--- src/rtl/pixel_riscv_soc_pkg.sv ---
// -----------------------------------------------------------------------------
// pixel_riscv_soc_pkg
// Shared definitions for the timer peripheral: register offsets within the
// TIMER slot, control-register bit positions, the register-file struct and a
// byte-enable merge helper used by every RW register.
// -----------------------------------------------------------------------------
package pixel_riscv_soc_pkg;

  // Register offsets from the TIMER slot base (byte addresses)
  localparam logic [11:0] TIMER_CR_OFFSET   = 12'h000;
  localparam logic [11:0] TIMER_SR_OFFSET   = 12'h004;
  localparam logic [11:0] TIMER_CNT_OFFSET  = 12'h008;
  localparam logic [11:0] TIMER_CMPR_OFFSET = 12'h00C;
  localparam logic [11:0] TIMER_PSC_OFFSET  = 12'h010;

  // CR bit positions
  localparam int TIMER_CR_EN_BIT  = 0;
  localparam int TIMER_CR_ARL_BIT = 1;
  localparam int TIMER_CR_IE_BIT  = 2;

  // Architectural register state; psc is kept 32 bits wide with the bits
  // above the configured prescaler width held at zero.
  typedef struct packed {
    logic [2:0]  cr;
    logic        sr;
    logic [31:0] cnt;
    logic [31:0] cmpr;
    logic [31:0] psc;
  } timer_regs_t;

  // Merge new_val into old_val one byte lane at a time under be
  function automatic logic [31:0] apply_be(input logic [31:0] old_val,
                                           input logic [31:0] new_val,
                                           input logic [3:0]  be);
    logic [31:0] res;
    res = old_val;
    for (int i = 0; i < 4; i++) begin
      if (be[i]) begin
        res[8*i +: 8] = new_val[8*i +: 8];
      end else begin
        res[8*i +: 8] = old_val[8*i +: 8];
      end
    end
    return res;
  endfunction

endpackage

--- src/rtl/soc_timer_prescaler.sv ---
// -----------------------------------------------------------------------------
// soc_timer_prescaler
// Divides the clock by (psc + 1) while enabled and emits a one-cycle tick on
// the cycle the internal counter equals psc.
// Ports:
//   clk, rst_n : clock, asynchronous active-low reset
//   en         : count enable; when low the counter is held at zero
//   psc        : prescaler terminal value (psc = 0 -> tick every cycle)
//   psc_wr     : prescaler register is being written; restarts the count
//   tick       : one-cycle pulse that advances the main timer counter
// -----------------------------------------------------------------------------
module soc_timer_prescaler #(
  parameter int PSC_WIDTH = 16
) (
  input  logic                 clk,
  input  logic                 rst_n,
  input  logic                 en,
  input  logic [PSC_WIDTH-1:0] psc,
  input  logic                 psc_wr,
  output logic                 tick
);

  localparam logic [PSC_WIDTH-1:0] PSC_ONE = {{(PSC_WIDTH-1){1'b0}}, 1'b1};

  logic [PSC_WIDTH-1:0] psc_cnt_r;
  logic [PSC_WIDTH-1:0] psc_cnt_next_s;
  logic                 wrap_s;

  assign wrap_s = (psc_cnt_r == psc);
  // Tick is combinational so the counter advances in the same cycle the
  // prescaler reaches its terminal value.
  assign tick   = en & wrap_s;

  // Next prescaler count: hold at zero when disabled or being reprogrammed
  always_comb begin
    psc_cnt_next_s = psc_cnt_r;
    if (!en || psc_wr) begin
      psc_cnt_next_s = {PSC_WIDTH{1'b0}};
    end else if (wrap_s) begin
      psc_cnt_next_s = {PSC_WIDTH{1'b0}};
    end else begin
      psc_cnt_next_s = psc_cnt_r + PSC_ONE;
    end
  end

  // Prescaler counter register
  always_ff @(posedge clk or negedge rst_n) begin
    if (!rst_n) begin
      psc_cnt_r <= {PSC_WIDTH{1'b0}};
    end else begin
      psc_cnt_r <= psc_cnt_next_s;
    end
  end

endmodule

--- src/rtl/soc_timer.sv ---
// -----------------------------------------------------------------------------
// soc_timer
// Memory-mapped 32-bit timer in the TIMER slot of the data bus. Provides a
// prescaled up-counter with compare match, optional auto-reload and a level
// interrupt.
// Ports:
//   clk, rst_n            : clock, asynchronous active-low reset
//   req, we, be, addr,
//   wdata, wdata_intg     : request from the bus decoder (wdata_intg ignored)
//   gnt                   : grant, equal to req
//   rvalid, rdata, err    : registered response one cycle after the grant
//   rdata_intg            : integrity bits, tied to zero
//   irq                   : registered level interrupt (MATCH & IE)
// Register map (offset from base): 0x000 CR, 0x004 SR, 0x008 CNT,
// 0x00C CMPR, 0x010 PSC; anything else answers with err=1, rdata=0.
// -----------------------------------------------------------------------------
module soc_timer
  import pixel_riscv_soc_pkg::*;
#(
  parameter int          PSC_WIDTH  = 16,
  parameter logic [31:0] CMPR_RESET = 32'hFFFF_FFFF
) (
  input  logic        clk,
  input  logic        rst_n,
  input  logic        req,
  input  logic        we,
  input  logic [3:0]  be,
  input  logic [31:0] addr,
  input  logic [31:0] wdata,
  input  logic [6:0]  wdata_intg,
  output logic        gnt,
  output logic        rvalid,
  output logic [31:0] rdata,
  output logic [6:0]  rdata_intg,
  output logic        err,
  output logic        irq
);

  localparam logic [31:0] PSC_MASK =
    (PSC_WIDTH >= 32) ? 32'hFFFF_FFFF : ((32'd1 << PSC_WIDTH) - 32'd1);

  timer_regs_t regs_r;
  timer_regs_t regs_next_s;

  logic [9:0]  word_s;
  logic        sel_cr_s;
  logic        sel_sr_s;
  logic        sel_cnt_s;
  logic        sel_cmpr_s;
  logic        sel_psc_s;
  logic        hit_s;
  logic        wr_s;
  logic        rd_s;
  logic        tick_s;
  logic        match_s;
  logic        psc_wr_s;
  logic        sr_clr_s;
  logic [31:0] rd_mux_s;

  logic        rvalid_r;
  logic        err_r;
  logic        irq_r;
  logic [31:0] rdata_r;

  logic        unused_s;

  assign unused_s = ^{wdata_intg, addr[31:12], addr[1:0]};

  // Bus decode on the word index only
  assign word_s     = addr[11:2];
  assign sel_cr_s   = (word_s == TIMER_CR_OFFSET[11:2]);
  assign sel_sr_s   = (word_s == TIMER_SR_OFFSET[11:2]);
  assign sel_cnt_s  = (word_s == TIMER_CNT_OFFSET[11:2]);
  assign sel_cmpr_s = (word_s == TIMER_CMPR_OFFSET[11:2]);
  assign sel_psc_s  = (word_s == TIMER_PSC_OFFSET[11:2]);
  assign hit_s      = sel_cr_s | sel_sr_s | sel_cnt_s | sel_cmpr_s | sel_psc_s;

  assign wr_s     = req & we;
  assign rd_s     = req & ~we;
  assign psc_wr_s = wr_s & sel_psc_s;
  assign sr_clr_s = wr_s & sel_sr_s & wdata[0] & be[0];

  // Compare always uses the CMPR value before any same-cycle write
  assign match_s = (regs_r.cnt == regs_r.cmpr);

  soc_timer_prescaler #(
    .PSC_WIDTH (PSC_WIDTH)
  ) u_prescaler (
    .clk    (clk),
    .rst_n  (rst_n),
    .en     (regs_r.cr[TIMER_CR_EN_BIT]),
    .psc    (regs_r.psc[PSC_WIDTH-1:0]),
    .psc_wr (psc_wr_s),
    .tick   (tick_s)
  );

  // Read mux over pre-update register state
  always_comb begin
    rd_mux_s = 32'd0;
    case (word_s)
      TIMER_CR_OFFSET[11:2]:   rd_mux_s = {29'd0, regs_r.cr};
      TIMER_SR_OFFSET[11:2]:   rd_mux_s = {31'd0, regs_r.sr};
      TIMER_CNT_OFFSET[11:2]:  rd_mux_s = regs_r.cnt;
      TIMER_CMPR_OFFSET[11:2]: rd_mux_s = regs_r.cmpr;
      TIMER_PSC_OFFSET[11:2]:  rd_mux_s = regs_r.psc;
      default:                 rd_mux_s = 32'd0;
    endcase
  end

  // Register next-state: bus writes, counter advance, match set / W1C
  always_comb begin
    regs_next_s = regs_r;

    if (wr_s && sel_cr_s && be[0]) begin
      regs_next_s.cr = wdata[2:0];
    end else begin
      regs_next_s.cr = regs_r.cr;
    end

    // A new match outranks a same-cycle clear so no event is lost
    if (tick_s && match_s) begin
      regs_next_s.sr = 1'b1;
    end else if (sr_clr_s) begin
      regs_next_s.sr = 1'b0;
    end else begin
      regs_next_s.sr = regs_r.sr;
    end

    // A bus write to CNT overrides the tick increment
    if (wr_s && sel_cnt_s) begin
      regs_next_s.cnt = apply_be(regs_r.cnt, wdata, be);
    end else if (tick_s) begin
      if (match_s && regs_r.cr[TIMER_CR_ARL_BIT]) begin
        regs_next_s.cnt = 32'd0;
      end else begin
        regs_next_s.cnt = regs_r.cnt + 32'd1;
      end
    end else begin
      regs_next_s.cnt = regs_r.cnt;
    end

    if (wr_s && sel_cmpr_s) begin
      regs_next_s.cmpr = apply_be(regs_r.cmpr, wdata, be);
    end else begin
      regs_next_s.cmpr = regs_r.cmpr;
    end

    if (psc_wr_s) begin
      regs_next_s.psc = apply_be(regs_r.psc, wdata, be) & PSC_MASK;
    end else begin
      regs_next_s.psc = regs_r.psc;
    end
  end

  // Register file, response path and interrupt
  always_ff @(posedge clk or negedge rst_n) begin
    if (!rst_n) begin
      regs_r   <= '{cr: 3'd0, sr: 1'b0, cnt: 32'd0, cmpr: CMPR_RESET, psc: 32'd0};
      rvalid_r <= 1'b0;
      err_r    <= 1'b0;
      rdata_r  <= 32'd0;
      irq_r    <= 1'b0;
    end else begin
      regs_r   <= regs_next_s;
      rvalid_r <= req;
      err_r    <= req & ~hit_s;
      rdata_r  <= (rd_s && hit_s) ? rd_mux_s : 32'd0;
      irq_r    <= regs_r.sr & regs_r.cr[TIMER_CR_IE_BIT];
    end
  end

  assign gnt        = req;
  assign rvalid     = rvalid_r;
  assign err        = err_r;
  assign rdata      = rdata_r;
  assign rdata_intg = 7'd0;
  assign irq        = irq_r;

endmodule

--- config.mk ---
export PLATFORM = sky130hd
export DESIGN_NAME = soc_timer
export DESIGN_NICKNAME = d
export VERILOG_FILES = /design/src/rtl/pixel_riscv_soc_pkg.sv /design/src/rtl/soc_timer_prescaler.sv /design/src/rtl/soc_timer.sv
export SDC_FILE = /design/constraint.sdc
export NUM_CORES = 1
export LEC_CHECK = 0
export ABC_CLOCK_PERIOD_IN_PS = 5900
export BUFFER_PORTS_ARGS = -buffer_cell sky130_fd_sc_hd__buf_4
export CAP_MARGIN = 20
export CORE_ASPECT_RATIO = 1.75
export CORE_MARGIN = 4
export CORE_UTILIZATION = 40
export DETAILED_ROUTE_END_ITERATION = 12
export GPL_TIMING_DRIVEN = 0
export SYNTH_ARGS = -nofsm -noshare
export SYNTH_HDL_FRONTEND = slang
export SYNTH_SLANG_ARGS = --single-unit
--- constraint.sdc ---
create_clock -name clk -period 5.9 [get_ports clk]
set_clock_uncertainty 0.05 [all_clocks]
set_input_delay 0 -clock clk [delete_from_list [all_inputs] [get_ports clk]]
set_output_delay 0 -clock clk [all_outputs]
set_load 0.02 [all_outputs]
==> run metrics, run 1 <==
outcome=finished clean; number of port buffers=82; Worst EP required=6.13 ns; Netlist cell types=61; Pins Over Slew Limit=0; Compound-Gate Fraction of Synth Area=10.66%; clock transition at the registers of the reported paths=0.07 ns; Leak=4.112 nW; die area=0.02047 mm²; GRT overflow=0; xor-xnor portion of the synthesized cell area=7.715%; Core ar.=0.01797 mm²; Synth Register Bits=135; maximum clock rate=291.3 MHz; VDD IR max=0.1761 mV; initial antenna violation count=0; vias in the first global route=6376; CTS tree=yes; main combinational cell family by area after synthesis=simple AND/OR/NAND/NOR gates; Starting DRT DRC Count=310; Worst-Margin Slew=1.108 ns; R2R setup slack=2.47 ns; DRT Pass-1 Iters=5; R2R depth=8; post-synthesis mux area share=11.16%; setup TNS=0 ns; RR Endpoint=regs_r[89]$_DFFE_PN0P_; most common cell after layout, fill and taps aside=dfrtp_1; power density cells=294.9 mW/mm²; final worst path period share=58.18%; wire length per cell=19.73 µm; reg2reg start=regs_r[93]$_DFFE_PN0P_; CP Capture Type=flip-flop; DRC viols=0; Clock Tree Buf Depth=2; Antenna Nets Post-Route=0; Synth Area in Adders=0.3444%; Final nets=953; CP Class=flip-flop to flip-flop; clk sinks=135; Via density=5.429; crit start category=flip-flop; final hold viol count=0; crit-path max FO=10; GPL Wtd Cong=0.9391; Post-Synth Simple-Gate Area=18.60%; Warnings, synthesis=0; GRT Total Usage=22.71%; Arr. time, crit path=3.67 ns; Cell Area, Synth=0.007266 mm²; syn avg cell area=10.06 µm²; Area Growth Syn to Fin=26.88%; WHS=0.04801 ns; crit path time final=3.433 ns; crit path launch=regs_r[93]$_DFFE_PN0P_; HP Class=input pin to asynchronous set/reset pin; row count=65; Die Width=109.9 µm; diode count=0; Cells after Synth=722; unrepaired setup endpoints after global routing=false; overall die height=186.3 µm; Post-synth ARST share=100.0%; setup bufs post-CTS=0; fillers=1652; Num CTS Buffers=17; first-pass GRT wire length=34760 µm; CTS H-Tree Depth=4; EDFF count, synth=0; commonest non-fill, non-tap cells in the layout=103 x dfrtp_1, 91 x buf_4, 73 x nor2_1, 54 x nand2_1, 42 x dlygate4sd3_1; clk root buf=clkbuf_16; via count=6075; sequential-to-total area share from yosys stat=47.05%; max_cap viols=0; num ports=122; Post-Route WL=22080 µm; pin count of the biggest net entering global routing=76; layout cell share with drive strength beyond 1=22.49%; Slew HR=25.80%; most used flip-flop cell after synthesis=dfrtp_1; Final Setup Violations=0; clock insertion delay at the later pin of the skew report=0.44 ns; Initial Utilization=40.42%; detailed-placement wirelength estimate=16510 µm
synth_stat cells (20+ instances only):
master / n / area share, %
mux2_2: 26 / 4.0
inv_1: 25 / 1.3
nand4_1: 21 / 1.8
dfstp_2: 32 / 12
dfrtp_1: 103 / 35
mux2_1: 30 / 4.6
a22oi_1: 20 / 2.1
clkbuf_1: 30 / 1.5
xor2_1: 25 / 3.0
nor2_1: 73 / 3.8
nand2_1: 54 / 2.8
nand3_1: 33 / 2.3
xnor2_1: 39 / 4.7
where the power goes:
part / switching, W / internal (W)
Sequential: 0.0000568 / 0.000976
Clock: 0.000481 / 0.000564
Combinational: 0.000426 / 0.000214
Total: 0.000964 / 0.00175
registers in the layout, summed over array words and instances, names as in the netlist:
name,cells
err,1
irq,1
rdata,32
rvalid,1
u_prescaler.psc_cnt_r,16
regs_r,84
kinds of logic (layout without fill, tap and decap cells):
group	Yosys count	after routing
compound gates	114	114
xor+xnor	64	64
other cells	1	7
simple gates	258	258
fa+ha+maj	2	2
buf+inv	74	231
mux	74	74
flops	135	135
what timing repair did:
action,4_1_cts,5_1_grt
resized for setup,0,0
endpoints found under the hold margin,149,0
hold buffers,42,0
through the flow:
step                      cells  setup slack [ns]  cell area [µm²]  utilization (%)  total power, W
after global routing       1119             2.136             9219            51.29        0.002843
final                      1119             2.467             9219            51.29        0.002718
after global placement     1044             2.569             8197            45.60        0.001654
after CTS                  1119             2.541             9219            51.29        0.002733
after detailed placement   1045             2.553             8228            45.78        0.001662
after floorplan             728             3.646             7288                -        0.001411
layer usage:
layer	vias to the layer above	share of wire (%)	track usage, %
li1	2871	-	-
met5	-	0	0
met4	0	5.7	14.63
met2	199	54	40.52
met1	2939	36	24.42
met3	66	3.9	3.558
cell type report:
| cell class | count | area [µm²] | share of cell area [%] |
|---|---|---|---|
| tap | 234 | 292.8 | 3.176 |
| inverter | 25 | 93.84 | 1.018 |
| timing repair buffer | 125 | 1067 | 11.58 |
| buffer | 49 | 227.7 | 2.470 |
| clock inverter | 15 | 145.1 | 1.574 |
| sequential | 135 | 3418 | 37.08 |
| clock buffer | 17 | 425.4 | 4.615 |
| multi-input combinational | 519 | 3548 | 38.49 |
worst max path at each step:
stage	cells after the start	endpoint
after CTS	8	regs_r[70]$_DFFE_PN0P_
after global placement	8	regs_r[84]$_DFFE_PN0P_
after detailed placement	8	regs_r[70]$_DFFE_PN0P_
final	8	regs_r[89]$_DFFE_PN0P_
after floorplan	8	regs_r[70]$_DFFE_PN0P_
after global routing	8	regs_r[89]$_DFFE_PN0P_
critical path, cell delays in order, from the launching register on:
cell	delay (ns)
dfrtp_1	0.36
clkbuf_1	0.19
xnor2_1	0.51
nand4_1	0.24
nor4_1	0.57
a31oi_1	0.52
clkbuf_1	0.44
a32oi_1	0.30
o22ai_1	0.10
No activity file was read; power rests on OpenSTA's default activity.
==> inputs of run 2 (changes only) <==
Settings changed: ABC_AREA set to 1, ABC_CLOCK_PERIOD_IN_PS 5900 to 3300.
Clock period 5.9 ns to 3.3 ns, I/O delays scaled along.
==> run 2 against run 1 <==
Against the previous run: sequential share of layout area decreased by 4.1 points; routed wire length up 13%; first-iteration DRC count rose by 34%; clock power grew 110%; synthesized cell count rose by 52%; die area is 11% higher; critical path type is now input pin to flip-flop; worst setup slack worse by 1.8 ns; non-clock buffer count grew 21; critical path depth is 4 higher; cell count increased by 36%; clock-buffer cell count grew 1.
==> run metrics, run 2 <==
Yosys top cell area share=31.65%; Arr. time, crit path=2.91 ns; Netlist cell types=47; vias in the first global route=7596; most common cell after layout, fill and taps aside=nand2_1; crit-path max FO=10; Starting DRT DRC Count=415; Initial Utilization=40.91%; crit start category=input pin; first-pass GRT wire length=39760 µm; final hold viol count=0; clk sinks=135; placed cells=1437; clock insertion delay at the later pin of the skew report=0.44 ns; final worst path period share=78.79%; Leak=5.294 nW; DRC viols=0; CTS tree=yes; num ports=122; dominant cell type by area after synthesis=dfrtp_1; part of the power in the clock network=54.3%; Finished Layout Cells=1524; Sw Share=21.83%; Final Util=52.13%; Synth area leaders=dfrtp_1 32%, nand2_1 16%, dfstp_2 10%, inv_1 6.1%, nor2_1 4.5%; layout cell share with drive strength beyond 1=21.03%; outcome=finished clean; top cells by count, synth=348 x nand2_1, 133 x inv_1, 103 x dfrtp_1; die area=0.02280 mm²; part of the power in combinational logic=5.0%; setup TNS=0 ns; Final Setup Violations=0; CP Capture Type=flip-flop; post-cts gate resize count=0; crit path time final=2.600 ns; Post-Route WL=24880 µm; Pins Over Slew Limit=0; most used flip-flop cell after synthesis=dfrtp_1; Cell Int Power=0.003204 W; cts hold-fix bufs=55; commonest non-fill, non-tap cells in the layout=348 x nand2_1, 133 x inv_1, 103 x dfrtp_1, 97 x nor2_1, 95 x buf_4; Seq pwr share=40.7%; clock transition at the registers of the reported paths=0.06 ns; pin count of the biggest net entering global routing=84; DRT Pass-1 Iters=5; Warnings, synthesis=0; GPL Wtd Cong=0.8907; Worst-Margin Slew=0.7371 ns; Via density=4.915; maximum clock rate=384.6 MHz; Slew HR=50.86%; CP Class=input pin to flip-flop; HP Class=input pin to flip-flop; fillers=1976; Cell Area, Synth=0.008144 mm²; CTS H-Tree Depth=4; Core ar.=0.01991 mm²; diode count=0; sequential-to-total area share from yosys stat=41.97%; Area Growth Syn to Fin=27.44%; detailed-placement wirelength estimate=18890 µm; Synth Register Bits=135; overall die height=196.8 µm; GRT Total Usage=22.73%; initial antenna violation count=0; Post-synth ARST share=100.0%; syn avg cell area=7.404 µm²; via count=7491; Num CTS Buffers=17; GRT overflow=0; setup bufs post-CTS=0; Reg with most FFs=regs_r; Worst EP required=3.61 ns; max reg flops=84; most frequent cell after synthesis=nand2_1; Antenna Nets Post-Route=0; VDD IR max=0.3449 mV; row count=68; EDFF count, synth=0; Cells after Synth=1100; unrepaired setup endpoints after global routing=false; wire length per cell=16.32 µm; clk root buf=clkbuf_16; number of port buffers=85; Die Width=115.9 µm; max_cap viols=0; Final nets=1347; power density cells=394.9 mW/mm²; Clock Tree Buf Depth=2; NetSw=0.0008950 W
[run 2: cell count changes after synthesis, sizes merged, moves of 20 or more]
cell and change:
mux2 -45, a22oi -20, buf +29, a21oi +30
nor2 +42, nand2 +305, clkbuf -24, o21ai +49
inv +115, nand3 +23
[run 2: critical path: stages]
cell and delay [ns]:
dlygate4sd3_1 0.53, buf_4 0.13, nor2_2 0.13, nand2_1 0.10, nor2_1 0.18, nand2_4 0.13, nor2_8 0.19, nand2_2 0.21
nor2_1 0.13, dlygate4sd3_1 0.55, a21oi_1 0.04, dlygate4sd3_1 0.57
[run 2: power by group through the flow]
stage          registers (W)  clock network, W  logic (W)
6_report             0.00167           0.00223   0.000205
5_1_grt              0.00167           0.00234   0.000226
4_1_cts              0.00167           0.00226   0.000208
3_5_place_dp         0.00170                 0   0.000167
3_3_place_gp         0.00170                 0   0.000162
2_1_floorplan        0.00170                 0  0.0000494
[run 2: worst paths after layout]
kind	from	to	slack (ns)	depth (start not counted)
worst min register to register	regs_r[99]$_DFFE_PN0P_	irq$_DFF_PN0_	0.44	2
worst max register to register	regs_r[88]$_DFFE_PN0P_	regs_r[89]$_DFFE_PN0P_	1.01	12
worst max-delay path	addr[10]	regs_r[59]$_DFFE_PN1P_	0.70	12
worst min-delay path	be[2]	regs_r[81]$_DFFE_PN0P_	0.007	5
min in group asynchronous	rst_n	rdata[24]$_DFF_PN0_	0.03	2
max in group asynchronous	rst_n	regs_r[36]$_DFFE_PN1P_	2.33	3
[run 2: through the flow]
stage                     instance area, µm²  setup WS, ns  hold WS, ns  total power [W]
after CTS                              10380        0.7195    0.0006744         0.004134
after global placement                  9111         1.020       0.1001         0.001858
final                                  10380        0.6998     0.006665         0.004099
after global routing                   10380        0.5938      0.02409         0.004235
after floorplan                         8167         1.654      -0.3456         0.001747
after detailed placement                9143         1.002     -0.05913         0.001863
[run 2: metal layers]
layer | track usage, % | vias up | part of all wire (%)
li1 | - | 3756 | -
met1 | 24.33 | 3509 | 37
met2 | 43.09 | 182 | 56
met3 | 3.502 | 44 | 3.7
met4 | 9.505 | 0 | 3.4
met5 | 0 | - | 0
[run 2: area by class of cell]
type | count | area, µm² | area share, %
well taps | 245 | 306.5 | 2.954
plain buffers | 54 | 335.3 | 3.231
clock inverters | 14 | 246.5 | 2.375
inverters | 142 | 538.0 | 5.184
multi-input cells | 775 | 3875 | 37.34
clock buffers | 18 | 439.2 | 4.231
repair buffers | 141 | 1220 | 11.75
flip-flops and latches | 135 | 3418 | 32.94
[run 2: cells by family (layout without fill, tap and decap cells)]
group                    Yosys count  count (layout)  synth area share [%]
adder cells (fa/ha/maj)            2               2                0.3072
AND/OR/NAND/NOR                  561             561                 29.91
XOR/XNOR                          50              50                 5.377
flip-flops                       135             135                 41.97
other                              1               7               0.04605
buffers and inverters            196             369                 10.72
multiplexers                      12              12                 1.736
AO/OA/AOI/OAI                    143             143                 9.925
